File: config.mk
export PLATFORM = sky130hd
export DESIGN_NAME = ibex_rf_wb_arbiter_flat
export DESIGN_NICKNAME = d
export VERILOG_FILES = /design/src/rtl/ibex_rf_arb_pkg.sv /design/src/rtl/ibex_rf_wb_arbiter_if.sv /design/src/rtl/ibex_rf_arb_grant.sv /design/src/rtl/ibex_rf_wb_arbiter.sv /design/src/flat_wrapper.sv
export SDC_FILE = /design/constraint.sdc
export NUM_CORES = 1
export LEC_CHECK = 0
export BUFFER_PORTS_ARGS = -buffer_cell sky130_fd_sc_hd__buf_2
export CORE_AREA = 2 2 110 112
export CTS_BUF_LIST = sky130_fd_sc_hd__clkbuf_4 sky130_fd_sc_hd__clkbuf_8
export DETAILED_ROUTE_END_ITERATION = 10
export DIE_AREA = 0 0 112 114
export SYNTH_ARGS = -nofsm -noshare
export SYNTH_HDL_FRONTEND = slang
export SYNTH_SLANG_ARGS = --single-unit
File: constraint.sdc
create_clock -name clk_i -period 7.27 [get_ports clk_i]
set_clock_uncertainty 0.2 [all_clocks]
set_input_delay 2.181 -clock clk_i [delete_from_list [all_inputs] [get_ports clk_i]]
set_output_delay 2.181 -clock clk_i [all_outputs]
set_load 0.005 [all_outputs]
File: src/rtl/ibex_rf_arb_pkg.sv
// Shared types for the register-file write-port arbiter: FSM states, write request
// record and starve counter width.
package ibex_rf_arb_pkg;

    typedef enum logic {
        ARB_INIT = 1'b0,
        ARB_RUN  = 1'b1
    } arb_state_e;

    // Default RV32 register-file geometry (32 x 32-bit)
    localparam int unsigned RfAddrW = 5;
    localparam int unsigned RfDataW = 32;

    typedef struct packed {
        logic [RfAddrW-1:0] addr;
        logic [RfDataW-1:0] wdata;
    } rf_wr_req_t;

    // Wide enough for StarveLimit values up to 15
    localparam int unsigned StarveCntW = 4;

endpackage

File: src/rtl/ibex_rf_wb_arbiter_if.sv
// Writeback request bundle for the two requesters (load/store = req0, execute = req1).
// Signal names follow the arbiter's point of view.
interface ibex_rf_wb_arbiter_if #(
    parameter int unsigned AddrWidth = 5,
    parameter int unsigned DataWidth = 32
);
    logic                 req0_valid_i;
    logic [AddrWidth-1:0] req0_addr_i;
    logic [DataWidth-1:0] req0_wdata_i;
    logic                 req0_ready_o;
    logic                 req1_valid_i;
    logic [AddrWidth-1:0] req1_addr_i;
    logic [DataWidth-1:0] req1_wdata_i;
    logic                 req1_ready_o;

    modport master (
        output req0_valid_i, req0_addr_i, req0_wdata_i,
        output req1_valid_i, req1_addr_i, req1_wdata_i,
        input  req0_ready_o, req1_ready_o
    );

    modport slave (
        input  req0_valid_i, req0_addr_i, req0_wdata_i,
        input  req1_valid_i, req1_addr_i, req1_wdata_i,
        output req0_ready_o, req1_ready_o
    );
endinterface

File: src/rtl/ibex_rf_arb_grant.sv
// Combinational two-way grant. Default: req0 over req1 with starvation promotion.
// IBEX_RF_ARB_RR_EN: round-robin driven by a last-grant pointer.
module ibex_rf_arb_grant
    import ibex_rf_arb_pkg::*;
#(
    parameter int unsigned StarveLimit = 4
) (
    input  logic                  valid0_i,
    input  logic                  valid1_i,
`ifdef IBEX_RF_ARB_RR_EN
    input  logic                  last_gnt_i,
`else
    input  logic [StarveCntW-1:0] starve_cnt_i,
`endif
    output logic                  gnt0_o,
    output logic                  gnt1_o
);

    logic prio1;

    always_comb begin
`ifdef IBEX_RF_ARB_RR_EN
        // req0 served last, so req1 goes first this time
        prio1 = ~last_gnt_i;
`else
        prio1 = (starve_cnt_i == StarveCntW'(StarveLimit));
`endif
        gnt1_o = valid1_i & (prio1 | ~valid0_i);
        gnt0_o = valid0_i & ~gnt1_o;
    end

endmodule

File: src/rtl/ibex_rf_wb_arbiter.sv
// Write-port controller for the flop register file: init sweep, then 2-way writeback
// arbitration with a registered write. Optional round-robin under IBEX_RF_ARB_RR_EN.
module ibex_rf_wb_arbiter
    import ibex_rf_arb_pkg::*;
#(
    parameter int unsigned          NumRegs     = 32,
    parameter int unsigned          DataWidth   = 32,
    parameter logic [DataWidth-1:0] InitVal     = '0,
    parameter int unsigned          StarveLimit = 4,
    localparam int unsigned         AddrWidth   = $clog2(NumRegs)
) (
    input  logic                  clk_i,
    input  logic                  rst_ni,
    ibex_rf_wb_arbiter_if.slave   wb,
    output logic [AddrWidth-1:0]  rf_waddr_o,
    output logic [DataWidth-1:0]  rf_wdata_o,
    output logic                  rf_we_o,
    output logic                  init_done_o,
    output logic                  collision_o
);

    arb_state_e           state_q, state_d;
    logic [AddrWidth-1:0] init_cnt_q, init_cnt_d;
    logic                 we_q, we_d;
    logic [AddrWidth-1:0] waddr_q, waddr_d;
    logic [DataWidth-1:0] wdata_q, wdata_d;
    logic                 init_done_q, init_done_d;
    logic                 collision_q, collision_d;

    logic                 run;
    logic                 v0, v1;
    logic                 gnt0, gnt1;
    logic [AddrWidth-1:0] sel_addr;
    logic [DataWidth-1:0] sel_wdata;

    assign run = (state_q == ARB_RUN);
    assign v0  = run & wb.req0_valid_i;
    assign v1  = run & wb.req1_valid_i;

`ifdef IBEX_RF_ARB_RR_EN
    logic last_gnt_q, last_gnt_d;

    ibex_rf_arb_grant #(.StarveLimit(StarveLimit)) u_grant (
        .valid0_i   (v0),
        .valid1_i   (v1),
        .last_gnt_i (last_gnt_q),
        .gnt0_o     (gnt0),
        .gnt1_o     (gnt1)
    );

    always_comb begin
        last_gnt_d = last_gnt_q;
        if (gnt0) begin
            last_gnt_d = 1'b0;
        end else if (gnt1) begin
            last_gnt_d = 1'b1;
        end
    end

    always_ff @(posedge clk_i or negedge rst_ni) begin
        if (!rst_ni) begin
            last_gnt_q <= 1'b1;
        end else begin
            last_gnt_q <= last_gnt_d;
        end
    end
`else
    logic [StarveCntW-1:0] starve_cnt_q, starve_cnt_d;

    ibex_rf_arb_grant #(.StarveLimit(StarveLimit)) u_grant (
        .valid0_i     (v0),
        .valid1_i     (v1),
        .starve_cnt_i (starve_cnt_q),
        .gnt0_o       (gnt0),
        .gnt1_o       (gnt1)
    );

    // Counts consecutive denied cycles of req1, saturating at the promotion point
    always_comb begin
        starve_cnt_d = starve_cnt_q;
        if (!v1 || gnt1) begin
            starve_cnt_d = '0;
        end else if (starve_cnt_q != StarveCntW'(StarveLimit)) begin
            starve_cnt_d = starve_cnt_q + StarveCntW'(1);
        end
    end

    always_ff @(posedge clk_i or negedge rst_ni) begin
        if (!rst_ni) begin
            starve_cnt_q <= '0;
        end else begin
            starve_cnt_q <= starve_cnt_d;
        end
    end
`endif

    assign wb.req0_ready_o = gnt0;
    assign wb.req1_ready_o = gnt1;

    assign sel_addr  = gnt0 ? wb.req0_addr_i  : wb.req1_addr_i;
    assign sel_wdata = gnt0 ? wb.req0_wdata_i : wb.req1_wdata_i;

    always_comb begin
        state_d     = state_q;
        init_cnt_d  = init_cnt_q;
        we_d        = 1'b0;
        waddr_d     = waddr_q;
        wdata_d     = wdata_q;
        collision_d = 1'b0;

        unique case (state_q)
            ARB_INIT: begin
                we_d    = 1'b1;
                waddr_d = init_cnt_q;
                wdata_d = InitVal;
                if (init_cnt_q == AddrWidth'(NumRegs - 1)) begin
                    state_d = ARB_RUN;
                end else begin
                    init_cnt_d = init_cnt_q + AddrWidth'(1);
                end
            end
            ARB_RUN: begin
                // x0 is hardwired: the request is acknowledged but never written
                if ((gnt0 || gnt1) && (sel_addr != '0)) begin
                    we_d    = 1'b1;
                    waddr_d = sel_addr;
                    wdata_d = sel_wdata;
                end
                collision_d = v0 && v1 && (wb.req0_addr_i == wb.req1_addr_i) &&
                              (wb.req0_addr_i != '0);
            end
            default: state_d = ARB_INIT;
        endcase

        init_done_d = (state_d == ARB_RUN);
    end

    always_ff @(posedge clk_i or negedge rst_ni) begin
        if (!rst_ni) begin
            state_q     <= ARB_INIT;
            init_cnt_q  <= AddrWidth'(1);
            we_q        <= 1'b0;
            waddr_q     <= '0;
            wdata_q     <= '0;
            init_done_q <= 1'b0;
            collision_q <= 1'b0;
        end else begin
            state_q     <= state_d;
            init_cnt_q  <= init_cnt_d;
            we_q        <= we_d;
            waddr_q     <= waddr_d;
            wdata_q     <= wdata_d;
            init_done_q <= init_done_d;
            collision_q <= collision_d;
        end
    end

    assign rf_we_o     = we_q;
    assign rf_waddr_o  = waddr_q;
    assign rf_wdata_o  = wdata_q;
    assign init_done_o = init_done_q;
    assign collision_o = collision_q;

endmodule

File: src/flat_wrapper.sv
// flat-port wrapper written by rule: the top's interface ports become plain ports
module ibex_rf_wb_arbiter_flat import ibex_rf_arb_pkg::*;
#(
    parameter int unsigned          NumRegs     = 32,
    parameter int unsigned          DataWidth   = 32,
    parameter logic [DataWidth-1:0] InitVal     = '0,
    parameter int unsigned          StarveLimit = 4,
    localparam int unsigned         AddrWidth   = $clog2(NumRegs)
)
  (clk_i, rst_ni, rf_waddr_o, rf_wdata_o, rf_we_o, init_done_o, collision_o, wb_req0_valid_i, wb_req0_addr_i, wb_req0_wdata_i, wb_req1_valid_i, wb_req1_addr_i, wb_req1_wdata_i, wb_req0_ready_o, wb_req1_ready_o);
  ibex_rf_wb_arbiter_if #(.AddrWidth(5), .DataWidth(DataWidth)) wb_i ();
  input  logic clk_i;
  input  logic rst_ni;
  output logic [AddrWidth-1:0] rf_waddr_o;
  output logic [DataWidth-1:0] rf_wdata_o;
  output logic rf_we_o;
  output logic init_done_o;
  output logic collision_o;
  input wire logic [$bits(wb_i.req0_valid_i)-1:0] wb_req0_valid_i;
  input wire logic [$bits(wb_i.req0_addr_i)-1:0] wb_req0_addr_i;
  input wire logic [$bits(wb_i.req0_wdata_i)-1:0] wb_req0_wdata_i;
  input wire logic [$bits(wb_i.req1_valid_i)-1:0] wb_req1_valid_i;
  input wire logic [$bits(wb_i.req1_addr_i)-1:0] wb_req1_addr_i;
  input wire logic [$bits(wb_i.req1_wdata_i)-1:0] wb_req1_wdata_i;
  output wire logic [$bits(wb_i.req0_ready_o)-1:0] wb_req0_ready_o;
  output wire logic [$bits(wb_i.req1_ready_o)-1:0] wb_req1_ready_o;
  assign wb_i.req0_valid_i = wb_req0_valid_i;
  assign wb_i.req0_addr_i = wb_req0_addr_i;
  assign wb_i.req0_wdata_i = wb_req0_wdata_i;
  assign wb_i.req1_valid_i = wb_req1_valid_i;
  assign wb_i.req1_addr_i = wb_req1_addr_i;
  assign wb_i.req1_wdata_i = wb_req1_wdata_i;
  assign wb_req0_ready_o = wb_i.req0_ready_o;
  assign wb_req1_ready_o = wb_i.req1_ready_o;
  ibex_rf_wb_arbiter #(.NumRegs(NumRegs), .DataWidth(DataWidth), .InitVal(InitVal), .StarveLimit(StarveLimit)) u_core (.clk_i(clk_i), .rst_ni(rst_ni), .wb(wb_i), .rf_waddr_o(rf_waddr_o), .rf_wdata_o(rf_wdata_o), .rf_we_o(rf_we_o), .init_done_o(init_done_o), .collision_o(collision_o));
endmodule
=== After elaboration in Yosys (flattened, before gate mapping) ===
Cells that the tools add are included.

* $add $sub $neg: 2
* Bitwise operators: 9
* Equal/unequal tests: 5
* Reduce and logical (&&, ||, !) cells: 11
* Muxes and demuxes: 13

{| class="wikitable"
|+ Operators by type and width
! cell !! number
|-
| $mux 32 || 2
|-
| $pmux 32 s2 || 1
|-
| $mux 5 || 2
|-
| $pmux 5 s2 || 1
|-
| $reduce_bool 5->1 || 2
|-
| $mux 4 || 2
|-
| $add 5x1->5 const B || 1
|-
| $eq 5x5->1 || 1
|-
| $eq 5x5->1 const B || 1
|-
| $add 4x1->4 const B || 1
|-
| $and 1x1->1 || 4
|-
| $eq 4x3->1 const B || 1
|-
| $logic_and 1x1->1 || 4
|-
| $mux 1 || 4
|-
| $ne 4x3->1 const B || 1
|-
| $not 1->1 || 4
|-
| $logic_or 1x1->1 || 2
|-
| $ne 2x2->1 const B || 1
|-
| $pmux 1 s2 || 1
|-
| $reduce_and 2->1 || 1
|-
| $reduce_bool 2->1 || 1
|-
| $logic_not 1->1 || 1
|-
| $or 1x1->1 || 1
|}

* Register bits: 49
* Output and inout bits: 42
* Word-level logic and storage cells: 47
* Input bits: 78

=== Longest topological paths before layout ===
Gate-level depths: netlist (run 1).

* Depth after elaboration: 11
* Mapped depth: 9
* Mapped depth without buffers: 6

=== Cells and area by module ===
From an unflattened synthesis (run 1), not the netlist that was laid out.

* Cell total of the unflattened synthesis: 253
* Area, all modules: 2737.6 um^2

{| class="wikitable"
|+ Modules (own cells, without submodules)
! module !! cells each !! area each (um^2) !! times used !! sequential area each (um^2)
|-
| ibex_rf_wb_arbiter || 249 || 2711.4 || 1 || 1227.4
|-
| ibex_rf_arb_grant || 4 || 26.3 || 1 || 0.0
|}

=== Worst setup path before layout (run 1) ===
No wires, ideal clock.

* Kind: in2out
* Start point: input port wb_req0_valid_i
* End point: output port wb_req0_ready_o
* Arrival: 3300 ps
* Slack: 1589 ps
* Required time: 4889 ps
* Stages: 5
* Cells stage by stage: and2_1 -> clkbuf_1 -> nand2_1 -> clkbuf_1 -> inv_1

* Word-level cells in the longest chain between the ends: 6

{| class="wikitable"
|+ Ends and longest elaborated chain
! element !! RTL line !! text
|-
| start: declaration || flat_wrapper.sv:19 || <nowiki>input wire logic [$bits(wb_i.req0_valid_i)-1:0] wb_req0_valid_i;</nowiki>
|-
| $and 1x1->1 * || ibex_rf_wb_arbiter.sv:37 || <nowiki>assign v0 = run & wb.req0_valid_i;</nowiki>
|-
| $not 1->1 || ibex_rf_arb_grant.sv:28 || <nowiki>gnt1_o = valid1_i & (prio1 | ~valid0_i);</nowiki>
|-
| $or 1x1->1 || ibex_rf_arb_grant.sv:28 ||
|-
| $and 1x1->1 || ibex_rf_arb_grant.sv:28 ||
|-
| $not 1->1 || ibex_rf_arb_grant.sv:29 || <nowiki>gnt0_o = valid0_i & ~gnt1_o;</nowiki>
|-
| $and 1x1->1 * || ibex_rf_arb_grant.sv:29 ||
|-
| end: declaration || flat_wrapper.sv:25 || <nowiki>output wire logic [$bits(wb_i.req0_ready_o)-1:0] wb_req0_ready_o;</nowiki>
|}

Mark *: on every way between the ends. The rest lies on a longest branch, timed or not.

=== Worst setup path after layout (run 1) ===
* Start point: input port wb_req1_valid_i
* End point: output port wb_req0_ready_o

* Word-level cells in the longest chain between the ends: 4

{| class="wikitable"
|+ Ends and longest elaborated chain
! element !! RTL line !! text
|-
| start: declaration || flat_wrapper.sv:22 || <nowiki>input wire logic [$bits(wb_i.req1_valid_i)-1:0] wb_req1_valid_i;</nowiki>
|-
| $and 1x1->1 || ibex_rf_wb_arbiter.sv:38 || <nowiki>assign v1 = run & wb.req1_valid_i;</nowiki>
|-
| $and 1x1->1 || ibex_rf_arb_grant.sv:28 ||
|-
| $not 1->1 || ibex_rf_arb_grant.sv:29 ||
|-
| $and 1x1->1 || ibex_rf_arb_grant.sv:29 ||
|}

Every way passes these cells.

==> summary.md, run 1 <==
Critical-path cell with the highest stage delay: nand4b_1. The multiplexer fraction of the synthesized cell area works out to 13.5%. In the final timing run, aggregate negative setup slack is 0 ps. The total setup buffers inserted after CTS was 0; the critical path data arrival time was 2820 ps. In the synthesized netlist, the number of instances is 249. Sequential cells were found to cover 43.2% of the synthesized design area. Across all layers, the routed design uses 2531 vias.

The buffer and inverter count on the worst path came out at 3. The layout has 1221 filler cells. At the later pin of the worst-skew pair, clock insertion delay measures 300 ps. The run gives 12.3% as the global-route usage over all layers. After detailed routing, the number of remaining DRC violations is 0. The die is 114 µm tall. The synthesized netlist occupies a cell area of 2840 µm². Post-route cell area: 3640 µm². The area of the die came out at 12800 µm². TritonCTS built the clock tree. A synthesized cell averages 11.4 µm². The register-to-register path setup slack is 4550 ps. In this run the static leakage power is 1.63 nW. The largest stage delay on the critical path is 200 ps, and the cell area power density is 172 nW/µm². The count of buffers added on input and output ports is 119. The cell depth of the worst min-delay path came out at 1.

The tools report the cell at the root of the clock tree as clkbuf_8. The clock passes through at most 2 buffers. After detailed routing, the total wire length is 8030 µm. In this run the tightest slew margin relative to its limit is 36.1%.

At the pin with the least slew margin, the transition time is 958 ps. Row generation in the floorplan step produced 40 rows. The final count of negative-setup-slack endpoints was 0. The number of antenna diodes in the final layout is 0. STA classifies the critical path endpoint as an output port. Share of the synthesized netlist area taken by xor and xnor gates: 2.77%. Counting cells, the worst reg-to-reg path comes to 7. Based on the critical path, the design can be clocked at up to 192 MHz. The worst hold path belongs to the class reg2reg.

The shortest clock period the worst path allows after layout is 5200 ps. The path with the worst hold slack has its endpoint at u_core.init_cnt_q[3]. The number of sinks on the clock net was 49; the number of unique standard cell types used by synthesis was 36. Setup repair after global routing left no endpoint under its margin.

The initial antenna violation count was 0. The worst-case IR drop observed on VDD is 0.0693 mV. The startpoint identified for the worst register-to-register timing path is u_core.starve_cnt_q[0]. The cell type with the highest occurrence count on the critical path was buf_2.

The initial utilization of the core area, before any placement, comes to 24.3%. The synthesized flop and latch total is 49, and the post-CTS resize count is 0. The number of ports placed on the die boundary is 120. STA classifies the critical path startpoint as an input port. Traced cell by cell, the critical path runs through buf_2 -> nand4b_1 -> nand2_2 -> inv_1 -> buf_2. The critical path is of the in2out type.

In this run the most critical hold path is launched from u_core.init_cnt_q[3]. Entering global routing, the biggest net connects 71 pins. The footprint of the multi-input gates is 1460 µm², and the number of search-and-repair iterations in the first detailed-routing pass is 5. The fraction of layout cells with a size suffix above 1 came out at 46.2%. For the remaining number of nets flagged by the antenna check after routing, the log shows 0. The total clock buffers created by CTS came out at 5. The average wire per standard cell is 16.0 µm. The tools report the required time at the endpoint of the critical path as 4890 ps. The Yosys step of the flow raised 0 warnings.

The run gives 11700 µm² as the area of the core region. Routability-driven placement finished with a final weighted congestion of 0.806. The total grt overflow came out at 0. After legalization and detailed placement, the total HPWL measured 5250 µm. Combinational family with the most area after synthesis: compound AO/OA/AOI/OAI gates.

Clock-pin slew was measured on the worst setup and hold paths at 90 ps. The first global-routing pass estimated 12800 µm of wire. Relative to the synthesized area, the layout overhead comes to 27.8%. The flow ran to the end, and the final reports show no timing, DRC or antenna violations.

Registers take 1230 µm². The max-slew violation total from the final report is 0, and the total cell area at the placement stage is 3530 µm². The maximum fanout along the worst path is 6, and the number of buffers inserted by hold repair at cts is 0.

The number of global-route vias before repair was 2484; the final clock period utilization by the worst path was 71.6%. The synthesized netlist devotes 1.76% of its cell area to adder and majority cells. The H-tree generated during clock tree synthesis spans 2 levels. The width of the die came out at 112 µm. Summing the areas of all compound-gate instances in the mapped netlist gives 26.9% of the synthesized area.

The area fraction in and, or, nand and nor cells after synthesis works out to 6.51%. In the layout the commonest cells are 119 x buf_2, 48 x dfrtp_1, 36 x mux2i_1, 33 x a31oi_1, 25 x a311oi_2. Synthesis produced a netlist with a net count of 331. The number of hold violations in the final report was 0. The average vias per placed instance is 5.04.

For this run, the post-layout net count is 436. In this run the critical register-to-register path is captured at u_core.rf_wdata_o[28]. The most common library cell in the layout ignoring fill and taps is buf_2. The number of max-cap violations is 0, and the overall power consumption is 626 µW. In this design, the largest share of critical-path delay is due to simple AND/OR/NAND/NOR gates. The number of DRC violations after detailed-routing iteration 0 came out at 199.
==> layout make-up <==
cell class / count / area share (%)
Multi-Input combinational cell: 167 / 40.3
Sequential cell: 49 / 33.8
Timing Repair Buffer: 124 / 17.4
Tap cell: 147 / 5.06
Clock buffer: 7 / 2.65
Inverter: 7 / 0.723
Clock inverter: 1 / 0.138
==> layer usage <==
| layer | global-route usage [%] | vias to the layer above | routed length, µm |
|---|---|---|---|
| met5 | 0 | - | 0 |
| met4 | 2.28 | 0 | 46 |
| met3 | 3.13 | 5 | 560 |
| met2 | 20.5 | 116 | 3780 |
| met1 | 16.5 | 1214 | 3650 |
| li1 | - | 1196 | - |
==> worst max path at each step <==
stage	start	end	depth (start not counted)	slack, ps
global placement	wb_req1_valid_i	wb_req0_ready_o	5	2070
detailed placement	wb_req1_valid_i	wb_req0_ready_o	5	2060
CTS	wb_req1_valid_i	wb_req0_ready_o	5	2060
global route	wb_req1_valid_i	wb_req0_ready_o	5	2020
finish	wb_req1_valid_i	wb_req0_ready_o	5	2070
floorplan	wb_req0_valid_i	wb_req0_ready_o	5	1590
==> synth_stat cells <==
| master | count | area, µm² |
|---|---|---|
| nand3_1 | 3 | 15.0 |
| nand3b_1 | 1 | 7.51 |
| nand4_1 | 3 | 18.8 |
| nor4_1 | 1 | 6.26 |
| mux2i_1 | 36 | 360 |
| a31oi_1 | 33 | 206 |
| a21o_1 | 2 | 15.0 |
| or4_1 | 3 | 22.5 |
| o21ai_0 | 1 | 5.00 |
| nor2_1 | 7 | 26.3 |
| inv_2 | 2 | 7.51 |
| o221ai_1 | 4 | 35.0 |
| mux2_2 | 2 | 22.5 |
| buf_1 | 2 | 7.51 |
| clkbuf_1 | 19 | 71.3 |
| ha_1 | 4 | 50.1 |
| a2bb2oi_1 | 4 | 35.0 |
| dfrtp_1 | 48 | 1200 |
| nand2_1 | 9 | 33.8 |
| and4b_1 | 1 | 10.0 |
| and3_1 | 1 | 6.26 |
| o31ai_1 | 1 | 7.51 |
| and2_4 | 1 | 8.76 |
| a21oi_1 | 3 | 15.0 |
| dfstp_2 | 1 | 26.3 |
| xor2_1 | 2 | 17.5 |
| a311oi_2 | 25 | 375 |
| a311oi_1 | 7 | 61.3 |
| buf_6 | 4 | 45.0 |
| and2_1 | 1 | 6.26 |
| a211o_1 | 1 | 8.76 |
| nor3_1 | 3 | 15.0 |
| xnor2_1 | 7 | 61.3 |
| nand4b_1 | 1 | 8.76 |
| buf_2 | 1 | 5.00 |
| inv_1 | 5 | 18.8 |
==> worst reg2reg max path, delay by kind of cell (launching register included) <==
family | cells | cell delay (ps)
buffers and inverters | 2 | 330
DFF | 1 | 400
and+or+nand+nor | 3 | 1140
adders and majority gates | 1 | 220
AOI/OAI and AO/OA | 1 | 340
==> stage by stage <==
step	instances	util, %	setup WS, ps	hold slack, ps
detailed placement	494	30.2	2060	285
global placement	494	30.2	2070	271
finish	502	31.0	2070	297
global route	502	31.0	2020	318
CTS	502	31.0	2060	301
floorplan	249	-	1590	254
==> where the power goes <==
part           switching [mW]  internal, mW  leakage (nW)  total (mW)
combinational          0.0642        0.0721          1.02       0.136
sequential             0.0145         0.297         0.556       0.311
clock                  0.0920        0.0862        0.0542       0.178
==> sequential cells by signal, indices dropped and copies added (netlist names) <==
signal / cells
u_core.collision_o: 1
u_core.rf_wdata_o: 32
u_core.rf_we_o: 1
u_core.starve_cnt_q: 4
u_core.rf_waddr_o: 5
u_core.run: 1
u_core.init_cnt_q: 5
==> logic make-up after synthesis <==
| group | after synthesis |
|---|---|
| AOI/OAI and AO/OA | 81 |
| xor gates and xnor gates | 9 |
| muxes | 38 |
| and+or+nand+nor | 35 |
| adders and majority gates | 4 |
| buffers and inverters | 33 |
| DFF | 49 |
Note: power is estimated with default switching activity, not from simulation.
==> run 2: changes to the inputs <==
Clock period 7.27 ns to 4.7 ns, I/O delays scaled along.
==> run 2 against run 1 <==
Critical endpoint unchanged; first-iteration DRC count decreased by 32%; largest cell class unchanged; combinational power increased by 57%; power increased by 55%.
==> summary.md, run 2 (synthesis gave the netlist of run 1 again) <==
Number of buffers between clock root and the deepest sink: 2 (unchanged). The flow ran to the end, and the final reports show no timing, DRC or antenna violations. Static timing analysis puts the maximum clock frequency at 270 MHz. The logs give 1260 (+3.2%) for the layout filler cell count and 297 ps (-0.640 ps) for the hold slack. HPWL reported at the end of detailed placement: 5610 µm (+6.8%). The total clock buffers created by CTS was 5 (unchanged); the remaining number of nets flagged by the antenna check after routing was 0 (unchanged). The relative area change from synthesis to final layout came out at 27.8% (unchanged). The slew at the pin closest to its max-slew limit is 930 ps (-27.9 ps).

The worst path uses 78.7% of the clock period. The via count is 2551 (+0.79%). Vertical extent of the die: 114 µm (unchanged). The number of buffers inserted by hold repair at cts was 0 (unchanged). The cell row count came out at 40 (unchanged).

The critical-path cell with the highest stage delay was nand4b_1. The number of max-cap violations is 0 (unchanged), and the final RePlAce weighted congestion is 0.798 (-1.0%). The buffer and inverter count on the worst path works out to 3 (unchanged). The largest stage delay on the critical path came out at 230 ps (+30 ps). In this design, the critical path's most frequently occurring cell is buf_2. The min-delay analysis places its worst path in the category reg2reg. For the clock insertion delay at the later pin of the skew report, the log shows 300 ps (about the same).

Number of hold violations in the final report: 0 (unchanged). The average vias per placed instance was 5.08 (+0.79%). The library cell used most frequently in the layout, excluding fill and tap cells, is buf_2. The run gives 12.2% (-0.10 points) as the global-route usage over all layers. The cell at the root of the clock tree was clkbuf_8.

The number of ports placed on the die boundary was 120 (unchanged); the critical path data arrival time was 2090 ps (-730 ps). The post-CTS resize count was 0 (unchanged); the area of the core region was 11700 µm² (unchanged). The cell area power density came out at 267 nW/µm² (+55%). The maximum fanout along the worst path is 6 (unchanged), and the number of nets in the layout is 436 (unchanged). The number of DRC violations after detailed-routing iteration 0 is 135 (-32%), and the average wire per standard cell is 16.1 µm (+0.52%). The fraction of layout cells with a size suffix above 1 is 46.2% (unchanged). Subtracting the final worst setup slack from the clock period gives 3700 ps. The worst setup path is captured at an output port.

The tools report the largest voltage drop on the vdd net as 0.0981 mV (+42%). The tools report the number of remaining DRC errors as 0 (unchanged). The run gives 0 (unchanged) as the number of antenna cells inserted.

The number of sinks on the clock net was 49 (unchanged). The total setup buffers inserted after CTS is 0 (unchanged), and the width of the die is 112 µm (unchanged). The number of global-route vias before repair was 2494 (+0.40%); the initial antenna violation count was 0 (unchanged).

The final-layout setup total negative slack was 0 ps (unchanged); the flip-flop count of the largest register after layout was 32 (unchanged). The first-pass GRT wire length is 12600 µm (-1.3%), and the leakage dissipation is 1.63 nW (unchanged). The initial core utilization came out at 24.3% (unchanged). The maximum level of the CTS H-tree is 2 (unchanged), and the clock-pin slew on the worst setup and hold paths is 90 ps (about the same). The largest net degree at the start of global routing was 47 (-34%). The library cells used most frequently in the layout, excluding fill and tap cells, are 119 x buf_2, 48 x dfrtp_1, 36 x mux2i_1, 33 x a31oi_1, 25 x a311oi_2. Traced cell by cell, the critical path runs through buf_2 -> nand4b_1 -> nand2_2 -> inv_1 -> buf_2. The final wirelength is 8080 µm (+0.52%). The logs give 12800 µm² (unchanged) for the area of the die and 38.0% (+2.0 points) for the normalized max-slew margin. Setup repair after global routing left no endpoint under its margin.

The required time at the endpoint of the critical path was 3090 ps (-1800 ps). The max-slew violation total from the final report came out at 0 (unchanged). The kind of critical path is in2out. The run gives 0 (unchanged) as the final count of negative-setup-slack endpoints. The number of I/O port buffers works out to 119 (unchanged). TritonCTS built the clock tree. STA classifies the critical path startpoint as an input port. On the critical path the largest part of the delay comes from simple AND/OR/NAND/NOR gates.

The total grt overflow was 0 (unchanged); the number of search-and-repair iterations in the first detailed-routing pass was 4 (-1).
==> run 2: path summary, 6_finish.rpt <==
check                                       start                     end  slack [ps]  cells after the start
hold reg to reg            u_core.starve_cnt_q[0]  u_core.starve_cnt_q[0]         300                      1
max in group asynchronous                  rst_ni    u_core.init_cnt_q[0]        2590                      2
setup / recovery                  wb_req1_valid_i         wb_req0_ready_o        1000                      5
hold / removal             u_core.starve_cnt_q[0]  u_core.starve_cnt_q[0]         300                      1
setup reg to reg           u_core.starve_cnt_q[0]   u_core.rf_wdata_o[29]        2000                      7
min in group asynchronous                  rst_ni      u_core.collision_o         900                      1
==> run 2: layout make-up <==
type | count | area (µm²) | area share (%)
clock inverters | 1 | 5.00 | 0.138
repair buffers | 124 | 633 | 17.4
inverters | 7 | 26.3 | 0.723
flip-flops and latches | 49 | 1230 | 33.8
multi-input cells | 167 | 1460 | 40.3
well taps | 147 | 184 | 5.06
clock buffers | 7 | 96.3 | 2.65
==> run 2: power by group <==
group | leakage, nW | internal (mW) | switching [mW] | total [mW]
Combinational | 1.02 | 0.112 | 0.101 | 0.213
Sequential | 0.556 | 0.459 | 0.0222 | 0.481
Clock | 0.0542 | 0.133 | 0.143 | 0.277
==> run 2: through the flow <==
step | power [mW] | setup WS [ps] | instance area (µm²) | std cells | util (%)
final | 0.971 | 1000 | 3640 | 502 | 31.0
after global placement | 0.700 | 969 | 3530 | 494 | 30.2
after detailed placement | 0.706 | 916 | 3530 | 494 | 30.2
after CTS | 0.990 | 1010 | 3640 | 502 | 31.0
after global routing | 1.03 | 943 | 3640 | 502 | 31.0
after floorplan | 0.599 | 561 | 2840 | 249 | -
==> run 2: routing by layer <==
metal / up-vias / wire [µm] / track usage (%)
met5: - / 0 / 0
met1: 1237 / 3540 / 16.1
met3: 9 / 664 / 3.13
li1: 1193 / - / -
met2: 112 / 3780 / 20.2
met4: 0 / 99 / 3.01
==> run 2: worst reg2reg max path, cell delays in order, from the launching register on <==
cell and delay, ps:
dfrtp_1 400, inv_1 60, ha_1 220, and4b_1 220, or4_1 510, buf_4 260, and2_4 380, a311oi_1 350
